$ cat config.mk
export PLATFORM = sky130hd
export DESIGN_NAME = alu_control_mdu
export DESIGN_NICKNAME = d
export VERILOG_FILES = /design/src/rtl/alu_control_mdu.sv
export SDC_FILE = /design/constraint.sdc
export NUM_CORES = 1
export LEC_CHECK = 0
export ABC_AREA = 1
export CAP_MARGIN = 20
export CORE_MARGIN = 8
export CORE_UTILIZATION = 50
export CTS_BUF_LIST = sky130_fd_sc_hd__clkbuf_8
export CTS_CLUSTER_SIZE = 16
export DETAILED_ROUTE_END_ITERATION = 8
export PLACE_DENSITY = 0.92
export REMOVE_ABC_BUFFERS = 1
export SLEW_MARGIN = 10
export SYNTH_ARGS = -nofsm -noshare
export SYNTH_HDL_FRONTEND = slang
export SYNTH_SLANG_ARGS = --single-unit
$ cat constraint.sdc
create_clock -name i_clk -period 3.07 [get_ports i_clk]
set_input_delay 0.921 -clock i_clk [delete_from_list [all_inputs] [get_ports i_clk]]
set_output_delay 0.921 -clock i_clk [all_outputs]
set_load 0.03 [all_outputs]
$ cat src/rtl/alu_control_mdu.sv
// Registered ALU control decoder plus multiply/divide sequencer with issue-stall interlock.
// Latency 1 for decode; o_stall combinational; div/divu support gated by ALU_CONTROL_MDU_DIV_EN.
module alu_control_mdu #(
    parameter int NB_ALU_CONTROL = 4,
    parameter int NB_ALU_OP      = 2,
    parameter int NB_INSTRUCCION = 6,
    parameter int MULT_LAT       = 4,
    parameter int DIV_LAT        = 32,
    parameter int NB_CNT         = 6
) (
    input  logic                      i_clk,
    input  logic                      i_rst,
    input  logic                      i_valid,
    input  logic [NB_INSTRUCCION-1:0] i_inst_funcion,
    input  logic [NB_INSTRUCCION-1:0] i_opcode,
    input  logic [NB_ALU_OP-1:0]      i_alu_op,
    output logic [NB_ALU_CONTROL-1:0] o_alu_code,
    output logic                      o_valid,
    output logic                      o_stall,
    output logic                      o_mdu_start,
    output logic [1:0]                o_mdu_op,
    output logic                      o_hilo_wr,
    output logic                      o_illegal
);

    typedef enum logic {IDLE, BUSY} state_t;

    localparam logic [NB_CNT-1:0] MULT_CNT = NB_CNT'(MULT_LAT - 1);
    localparam logic [NB_CNT-1:0] DIV_CNT  = NB_CNT'(DIV_LAT - 1);

    state_t                    state_q, state_d;
    logic [NB_CNT-1:0]         cnt_q, cnt_d;
    logic [NB_ALU_CONTROL-1:0] alu_code_q, alu_code_d;
    logic                      valid_q, valid_d;
    logic                      mdu_start_q, mdu_start_d;
    logic [1:0]                mdu_op_q, mdu_op_d;
    logic                      hilo_wr_q, hilo_wr_d;
    logic                      illegal_q, illegal_d;

    logic [3:0] dec;
    logic       is_mdu, is_div, is_mfhilo, mdu_ok, stall, capture;

    always_comb begin
        dec = 4'b0110;
        case (i_alu_op)
            2'b00: dec = 4'b0110;
            2'b01: dec = 4'b0111;
            2'b10: begin
                case (i_inst_funcion)
                    6'b000000, 6'b000100: dec = 4'b0000;
                    6'b000010, 6'b000110: dec = 4'b0001;
                    6'b000011, 6'b000111: dec = 4'b0010;
                    6'b100001:            dec = 4'b0110;
                    6'b100011:            dec = 4'b0111;
                    6'b100100:            dec = 4'b1000;
                    6'b100101:            dec = 4'b1001;
                    6'b100110:            dec = 4'b1010;
                    6'b100111:            dec = 4'b1011;
                    6'b101010:            dec = 4'b1100;
                    6'b101011:            dec = 4'b1101;
                    default:              dec = 4'b0110;
                endcase
            end
            default: begin
                case (i_opcode)
                    6'b001000: dec = 4'b0100;
                    6'b001100: dec = 4'b1000;
                    6'b001101: dec = 4'b1001;
                    6'b001110: dec = 4'b1010;
                    6'b001111: dec = 4'b0011;
                    6'b001010: dec = 4'b1100;
                    6'b001011: dec = 4'b1101;
                    default:   dec = 4'b1000;
                endcase
            end
        endcase
    end

    assign is_mdu    = (i_alu_op == 2'b10) && (i_inst_funcion[5:2] == 4'b0110);
    assign is_div    = is_mdu && i_inst_funcion[1];
    assign is_mfhilo = (i_alu_op == 2'b10) &&
                       ((i_inst_funcion == 6'b010000) || (i_inst_funcion == 6'b010010));
`ifdef ALU_CONTROL_MDU_DIV_EN
    assign mdu_ok = is_mdu;
`else
    assign mdu_ok = is_mdu && !is_div;
`endif

    // Stall only while BUSY; the completion cycle is already IDLE, so the held op captures then.
    assign stall   = i_valid && !i_rst && (state_q == BUSY) && (is_mdu || is_mfhilo);
    assign capture = i_valid && !stall;

    always_comb begin
        state_d     = state_q;
        cnt_d       = cnt_q;
        alu_code_d  = alu_code_q;
        valid_d     = capture;
        mdu_start_d = 1'b0;
        mdu_op_d    = mdu_op_q;
        hilo_wr_d   = 1'b0;
        illegal_d   = capture && is_mdu && !mdu_ok;
        if (capture) begin
            alu_code_d = NB_ALU_CONTROL'(dec);
        end
        case (state_q)
            IDLE: begin
                if (capture && mdu_ok) begin
                    mdu_start_d = 1'b1;
                    mdu_op_d    = i_inst_funcion[1:0];
                    cnt_d       = is_div ? DIV_CNT : MULT_CNT;
                    state_d     = BUSY;
                end
            end
            default: begin
                if (cnt_q == '0) begin
                    hilo_wr_d = 1'b1;
                    state_d   = IDLE;
                end else begin
                    cnt_d = cnt_q - NB_CNT'(1);
                end
            end
        endcase
    end

    always_ff @(posedge i_clk) begin
        if (i_rst) begin
            state_q     <= IDLE;
            cnt_q       <= '0;
            alu_code_q  <= NB_ALU_CONTROL'(4'b0110);
            valid_q     <= 1'b0;
            mdu_start_q <= 1'b0;
            mdu_op_q    <= 2'b00;
            hilo_wr_q   <= 1'b0;
            illegal_q   <= 1'b0;
        end else begin
            state_q     <= state_d;
            cnt_q       <= cnt_d;
            alu_code_q  <= alu_code_d;
            valid_q     <= valid_d;
            mdu_start_q <= mdu_start_d;
            mdu_op_q    <= mdu_op_d;
            hilo_wr_q   <= hilo_wr_d;
            illegal_q   <= illegal_d;
        end
    end

    assign o_alu_code  = alu_code_q;
    assign o_valid     = valid_q;
    assign o_stall     = stall;
    assign o_mdu_start = mdu_start_q;
    assign o_mdu_op    = mdu_op_q;
    assign o_hilo_wr   = hilo_wr_q;
    assign o_illegal   = illegal_q;

endmodule

**Word-level counts from Yosys, hierarchy flattened**

Memories as Yosys holds them, arrays and structs flattened.
Index checks and enable logic that the tools add are counted.

- Eq/ne operators: 12
- Bitwise logic cells: 1
- $add $sub $neg: 1
- Multiplexer cells: 10
- Reduce and logical (&&, ||, !) cells: 24

Operators by type and width:

| operator | count |
|---|---|
| equality test 6 x 4 -> 1 bit, second input constant | 6 |
| one-hot mux 4 bit (6 select lines) | 1 |
| 2-to-1 mux 6 bit | 3 |
| equality test 6 x 5 -> 1 bit, second input constant | 2 |
| one-hot mux 4 bit (3 select lines) | 1 |
| logical AND 1 bit | 11 |
| zero test 6 bit | 1 |
| subtractor 6 x 1 -> 6 bit, second input constant | 1 |
| 2-to-1 mux 5 bit | 1 |
| equality test 4 x 3 -> 1 bit, second input constant | 1 |
| zero test 1 bit | 4 |
| 2-to-1 mux 1 bit | 4 |
| AND reduction 2 bit | 2 |
| OR reduction 2 bit | 2 |
| equality test 2 x 1 -> 1 bit, second input constant | 1 |
| equality test 2 bit, second input constant | 1 |
| zero test 2 bit | 1 |
| logical OR 1 bit | 2 |
| != test 2 bit, second input constant | 1 |
| nonzero test 2 bit | 1 |
| NOT 1 bit | 1 |

- Output and inout port bits: 11
- Bits in read-only memories: 256
- Bits in registers: 17
- Memories kept: 1
- Bits of input ports: 17
- Word-level logic and storage cells: 57

Memory list:

| name | words | bits a word | read ports | clocked after Yosys merged registers in | write ports | line | source |
|---|---|---|---|---|---|---|---|
| (name not given) | 64 | 4 | 1 | 0 | 0 | 49 | `case (i_inst_funcion)` |

**Logic depth before layout (Yosys ltp)**

Gate-level depths: netlist (run 1).

- Depth after elaboration: 10
- Depth in mapped cells: 10

**Worst setup path before layout (run 1)**

No wires, ideal clock.

- Path type: input port to output port
- From: input i_inst_funcion[0]
- To: output o_stall
- Stages: 5
- Arrival: 1.485 ns
- Required time: 2.149 ns
- Path slack: 0.664 ns
- Path through: nor2_1 nand2_1 nand2_1 nand2_2 inv_1

- Longest elaborated chain between the ends: 5
- Elaborated cells on any way between the ends: 6
- Those cells by class: eq/ne: 2; reduce/logical: 4

Ends and longest elaborated chain:

| element | line | source |
|---|---|---|
| from (decl) | 14 | `input logic [NB_INSTRUCCION-1:0] i_inst_funcion,` |
| equality test 6 x 5 -> 1 bit | 82 | `((i_inst_funcion == 6'b010000) \|\| (i_inst_funcion == 6'b010010));` |
| logical OR 1 bit * | 82 |  |
| logical AND 1 bit * | 81 | `assign is_mfhilo = (i_alu_op == 2'b10) &&` |
| logical OR 1 bit * | 90 | `assign stall = i_valid && !i_rst && (state_q == BUSY) && (is_mdu \|\| is_mfhilo);` |
| logical AND 1 bit * | 90 |  |
| to (decl) | 19 | `output logic o_stall,` |

Every way passes the cells marked *; elsewhere a longest branch is shown, timed or not.

**Worst setup path in the final report (run 1)**

- From: input i_inst_funcion[5]
- To: output o_stall

- Longest elaborated chain between the ends: 5
- Elaborated cells on any way between the ends: 8
- Those cells by class: eq/ne: 3; reduce/logical: 5

Ends and longest elaborated chain:

| element | line |
|---|---|
| equality test 6 x 5 -> 1 bit | 82 |
| logical OR 1 bit | 82 |
| logical AND 1 bit | 81 |
| logical OR 1 bit * | 90 |
| logical AND 1 bit * | 90 |

Marks and branches as above.

==> results of run 1 <==
==> state kept, by name, indices dropped and copies added (netlist names) <==
name         flops
o_valid          1
state_q          1
o_illegal        1
cnt_q            6
o_alu_code       4
o_mdu_op         2
o_hilo_wr        1
o_mdu_start      1
==> synth_stat cells (all sizes together) (2+ instances only) <==
library cell,number
o21ai,8
dfxtp,17
inv,28
nand2,43
ha,2
a21oi,6
nor2,36
nor3,2
nand3,21
nand4,3
==> cells by family after synthesis <==
logic type | count (synthesis)
fa+ha+maj | 2
flops | 17
compound gates | 17
xor+xnor | 1
buf+inv | 30
simple gates | 105
==> tightest hold or removal path: stages, from the launching register on <==
cell and delay [ns]:
dfxtp_1 0.31, nand2_1 0.06, nor2_1 0.04
==> per-stage QoR <==
step	utilization, %	area (um^2)
floorplan	-	1060
global placement	70.0	1390
detailed placement	70.0	1390
CTS	72.3	1430
global route	72.3	1430
finish	72.3	1430
==> power groups by stage <==
stage / sequential (mW) / combinational (mW) / clock (mW)
final: 0.228 / 0.0914 / 0.174
after global routing: 0.228 / 0.0984 / 0.181
after CTS: 0.228 / 0.0905 / 0.171
after detailed placement: 0.233 / 0.0895 / 0
after global placement: 0.233 / 0.0861 / 0
after floorplan: 0.241 / 0.0327 / 0
==> metal layers <==
layer	GRT usage (%)	share of wire, %
met3	4.48	8.9
met5	0	0
met1	14.5	39
met4	10.2	3.9
met2	25.7	48
==> final cells by class <==
| cell class | count | share of cell area (%) |
|---|---|---|
| Timing Repair Buffer | 31 | 20.8 |
| Tap cell | 27 | 2.36 |
| Inverter | 28 | 7.33 |
| Sequential cell | 17 | 23.7 |
| Clock buffer | 3 | 2.88 |
| Multi-Input combinational cell | 125 | 42.6 |
| Clock inverter | 1 | 0.349 |
==> final timing paths <==
path	from	cells after the start	endpoint	slack, ns
worst min register to register	o_mdu_op[1]	2	o_mdu_op[1]	0.45
worst max-delay path	i_inst_funcion[5]	7	o_stall	0.05
worst max register to register	cnt_q[0]	8	cnt_q[1]	1.67
worst min-delay path	o_mdu_op[1]	2	o_mdu_op[1]	0.45
==> layout by cell type (no fill, tap or decap), types with 2 or more instances in the layout <==
cell type,n
a21oi_1,6
o21ai_1,2
nor2_4,2
clkbuf_8,3
nor2_1,33
inv_2,4
dfxtp_1,17
o21ai_0,6
clkdlybuf4s50_1,26
ha_1,2
nand3_1,19
inv_1,24
nand2_1,40
nand2_2,2
nand4_1,3
buf_4,5
==> metrics.txt, run 1 <==
status=finished clean; Distinct cells, synth=25; Final min period=3.02 ns; Placed Instances=228; Placer Congestion=0.903; Switching Power=137 uW; Hold Crit Class=flip-flop to flip-flop; NumNets Final=225; Rows=16; residual DRC count=0; Die W=62.1 um; Mapped Cells=172; die area=3860 um^2; Switching Share=27.7%; top_reg_cell synth=dfxtp_1; wire per inst=12.5 um; Die Height=62.1 um; core area=1980 um^2; first-pass GRT wire length=4930 um; CTS tree=yes; Slew HR=78.3%; multiplexer share of the synthesized area=0%; FFs w/ async S/R, synth=0%; Root Driver=clkbuf_8; post-synthesis simple-gate area fraction=45.4%; max incr delay on CP=0.50 ns; fillers=153; fraction of power consumed by combinational cells=18.5%; Compound-Gate Fraction of Synth Area=8.81%; Hold Violations, Final=0; CP Data Arrival Time=2.10 ns; Worst-Skew Late Latency=0.26 ns; maximum vdd ir drop=276 uV; share of the synthesized area in the top cell type=32.0%; vias in the first global route=1256; IO buf count=27; area grow syn2layout=34.7%; CP Max Fanout=5; Setup Slack @ Placement=0.0975 ns; HPWL after DPL=2340 um; Power per Cell Area=344 nW/um^2; io pins=28; register clock-pin slew on the reported worst setup and hold paths=0.07 ns; worst-path cell chain=clkdlybuf4s50_1 > nor2_1 > nand2_1 > nand2_1 > nand2_2 > inv_1 > buf_4; initial antenna violation count=0; final non-filler cell total=232; DRT iter0 DRCs=45; FF/Latch Area=340 um^2; Reg power frac=46.2%; RSZ-0062 raised after global routing=no; vias per inst=5.31; cell area after synthesis=1060 um^2; worst slew pin tran=0.325 ns; Synth area leaders=dfxtp_1, nand2_1, nor2_1; Max Fclk=0.331 GHz; Synth Area per Inst=6.19 um^2; sequential area share after synthesis=32.0%; clock network fraction of design power=35.3%; DRT Wirelength=2890 um; Tot GR Track Use=14.7%; DR vias=1232; clk_skew=0.00329 ns; area of the multi-input gates=611 um^2; drt pass-1 iters=4; setup bufs post-CTS=0; Hold WS=0.447 ns; Yosys top cell by area=dfxtp_1; Tot Pwr=493 uW; Routed Antenna Nets=0; Worst Path Buf+Inv=3; ant diodes=0; cts hold-fix bufs=0; setup_tns=0 ns; Warnings, synthesis=0; post-CTS sizing=0; Initial Util=53.7%; H-tree depth=1; Crit Path Category=primary input to output pin; Longest Clk Path Bufs=2; largest family of logic cells by synthesized area=simple AND/OR/NAND/NOR gates; Req. time, crit path=2.15 ns; Final Max Slew Viols=0; crit share post-route=98.3%; Sink Count=17; post-synthesis adder-cell area fraction=2.35%; Final Worst Setup Slack=0.0520 ns; grt ovf=0; Worst Setup Start Kind=primary input; max-cap violation count=0; critical path's most frequent cell=nand2_1; Crit-path slowest cell=clkdlybuf4s50_1; Pint=357 uW; Setup violations, final=0; CP top delay family=buffers and inverters; Seq cells post-synth=17; CP endpoint kind=output pin; xor/xnor cell area share of the yosys netlist=0.823%; P_leak=0.650 nW; EDFF count, synth=0; largest net degree at the start of global routing=11; total CTS buffers=3; share of cells above drive strength 1=10.7%
(Power assumes the default switching activity.)
==> run 2: changes to the inputs <==
--- a/config.mk
+++ b/config.mk
@@ -18,3 +18,4 @@
 export SYNTH_ARGS = -nofsm -noshare
 export SYNTH_HDL_FRONTEND = slang
 export SYNTH_SLANG_ARGS = --single-unit
+export TNS_END_PERCENT = 20
==> results of run 2 <==
Final layout, timing and power as in run 1 (identical DEF).
==> run 3: changes to the inputs <==
--- a/config.mk
+++ b/config.mk
@@ -14,6 +14,7 @@
 export DETAILED_ROUTE_END_ITERATION = 8
 export PLACE_DENSITY = 0.92
 export REMOVE_ABC_BUFFERS = 1
+export SETUP_SLACK_MARGIN = 0.5
 export SLEW_MARGIN = 10
 export SYNTH_ARGS = -nofsm -noshare
 export SYNTH_HDL_FRONTEND = slang
==> run 3 against run 2 <==
Net effect:
- setup slack improved by 0.47 ns
- hold slack got worse by 0.00057 ns
- first-iteration DRC count fell by 11%
- clock power barely moved
- fmax rose by 19%
- utilization rose by 0.57 points
==> metrics.txt, run 3 (same netlist as run 1, synthesis figures left out) <==
status=finished clean; Initial Util=53.7% (unchanged); reg2reg setup slack=1.51 ns (-0.16 ns); Final Max Slew Viols=0 (unchanged); DRT Wirelength=3000 um (+3.8%); Die Height=62.1 um (unchanged); Hold Crit Class=flip-flop to flip-flop; GR peak layer=met2; drt pass-1 iters=4 (unchanged); worst-path cell chain=clkdlybuf4s15_1 > nand3_2 > nor2_2 > nand2_2 > inv_2 > buf_6; Crit-path slowest cell=clkdlybuf4s15_1; Reg power frac=46.3% (about the same); setup_tns=0 ns (unchanged); met1 GRT Util=15.6% (+1.1 points); residual DRC count=0 (unchanged); CTS tree=yes; io pins=28 (unchanged); Pint=353 uW (-1.1%); CP Max Fanout=3 (-2); ant diodes=0 (unchanged); vias per inst=5.25 (-1.1%); Req. time, crit path=2.15 ns (about the same); vias in the first global route=1269 (+1.0%); Power per Cell Area=341 nW/um^2 (-0.98%); CP Data Arrival Time=1.63 ns (-0.47 ns); Sink Count=17 (unchanged); fraction of power consumed by combinational cells=18.2% (-0.3 points); clock network fraction of design power=35.5% (+0.2 points); first-pass GRT wire length=5150 um (+4.6%); Final Worst Setup Slack=0.524 ns (+0.472 ns); CP endpoint kind=output pin; Placer Congestion=0.903 (unchanged); max reg flops=6 (unchanged); Max Fclk=0.393 GHz (+19%); total CTS buffers=3 (unchanged); HPWL after DPL=2340 um (unchanged); most common cell after layout, fill and taps aside=nand2_1; Die W=62.1 um (unchanged); register clock-pin slew on the reported worst setup and hold paths=0.07 ns (about the same); Setup violations, final=0 (unchanged); max incr delay on CP=0.22 ns (-0.28 ns); Worst Hold Launch=o_mdu_op[1]; Switching Share=28.4% (+0.63 points); Setup Slack @ Placement=0.0975 ns (unchanged); P_leak=0.662 nW (+1.9%); Rows=16 (unchanged); worst reg2reg path depth=9 (+1); Final min period=2.55 ns (-0.472 ns); die area=3860 um^2 (unchanged); final core occ=72.9% (+0.57 points); H-tree depth=1 (unchanged); maximum vdd ir drop=277 uV (about the same); Tot Pwr=492 uW (-0.20%); Slew HR=78.3% (unchanged); crit share post-route=82.9% (-15 points); met2 GRT Util=27.2% (+1.4 points); Hold WS=0.447 ns (-0.000566 ns); Crit Path Category=primary input to output pin; r2r startpoint=state_q; WHS Endpoint=o_mdu_op[1]; DR vias=1234 (+0.16%); Routed Antenna Nets=0 (unchanged); clk_skew=0.00481 ns (+0.00152 ns); initial antenna violation count=0 (unchanged); worst slew pin tran=0.325 ns (unchanged); grt ovf=0 (unchanged); Critical R2R Capture=o_alu_code[0]; Hold Crit Depth=2 (unchanged); Hold Violations, Final=0 (unchanged); RSZ-0062 raised after global routing=no; Root Driver=clkbuf_8; core area=1980 um^2 (unchanged); commonest non-fill, non-tap cells in the layout=nand2_1, nor2_1, inv_1; max-cap violation count=0 (unchanged); NumNets Final=228 (+1.3%); Worst-Skew Late Latency=0.26 ns (about the same); Tot GR Track Use=15.5% (+0.74 points); wire per inst=12.8 um (+2.5%); DRT iter0 DRCs=40 (-11%); cts hold-fix bufs=0 (unchanged); Longest Clk Path Bufs=2 (unchanged); Worst Setup Start Kind=primary input; fillers=150 (-2.0%); most flop-heavy register=cnt_q; area grow syn2layout=35.7%; IO buf count=27 (unchanged); share of cells above drive strength 1=18.8% (+8.0 points); largest net degree at the start of global routing=11 (unchanged); met3 Track Usage GR=4.66% (+0.18 points); Switching Power=140 uW (+2.1%); FF/Latch Area=340 um^2 (unchanged); area of the multi-input gates=626 um^2 (+2.5%)
## run 3: cell count changes in the layout (fill, tap and decap cells not counted), sizes merged
| cell | previous run | this run |
|---|---|---|
| buf | 5 | 10 |
| clkbuf | 3 | 7 |
| clkdlybuf4s15 | 0 | 3 |
| clkdlybuf4s50 | 26 | 17 |
## run 3: power by group through the flow
stage / sequential (mW) / clock (mW) / combinational (mW)
after floorplan: 0.241 / 0 / 0.0327
final: 0.228 / 0.175 / 0.0895
after global placement: 0.233 / 0 / 0.0861
after CTS: 0.228 / 0.171 / 0.0896
after global routing: 0.228 / 0.181 / 0.0971
after detailed placement: 0.233 / 0 / 0.0895
## run 3: worst max-delay path by stage
stage / startpoint / end / slack, ns / cells past startpoint
2_1_floorplan: i_rst / o_stall / 0.56 / 5
3_3_place_gp: i_inst_funcion[5] / o_stall / 0.15 / 7
3_5_place_dp: i_inst_funcion[5] / o_stall / 0.1 / 7
4_1_cts: i_alu_op[0] / o_stall / 0.51 / 7
5_1_grt: i_alu_op[1] / o_stall / 0.50 / 6
6_report: i_alu_op[1] / o_stall / 0.52 / 6
## run 3: routing by layer
| layer | up-vias | share of wire [%] |
|---|---|---|
| met2 | 63 | 48 |
| met4 | 0 | 4.0 |
| met5 | - | 0 |
| met3 | 17 | 9.3 |
| li1 | 615 | - |
| met1 | 539 | 39 |
## run 3: critical path: cells and delay by family
family	cells	cell delay, ns
AND/OR/NAND/NOR	3	0.31
buffers and inverters	3	0.39
## run 3: what timing repair did
action | 4_1_cts | 5_1_grt
setup endpoints to repair | 1 | 1
resized for setup | 24 | 11
pin swaps | 3 | 2
buffers inserted | 2 | 1
## run 3: per-stage QoR
stage | instances | cell area [um^2]
3_5_place_dp | 228 | 1390
2_1_floorplan | 170 | 1060
4_1_cts | 234 | 1470
3_3_place_gp | 228 | 1390
6_report | 235 | 1450
5_1_grt | 235 | 1450
## run 3: area by class of cell
cell class	count	share of cell area, %
well taps	27	2.34
multi-input cells	125	43.3
repair buffers	34	20.3
clock inverters	1	0.346
inverters	28	7.27
clock buffers	3	2.86
flip-flops and latches	17	23.5
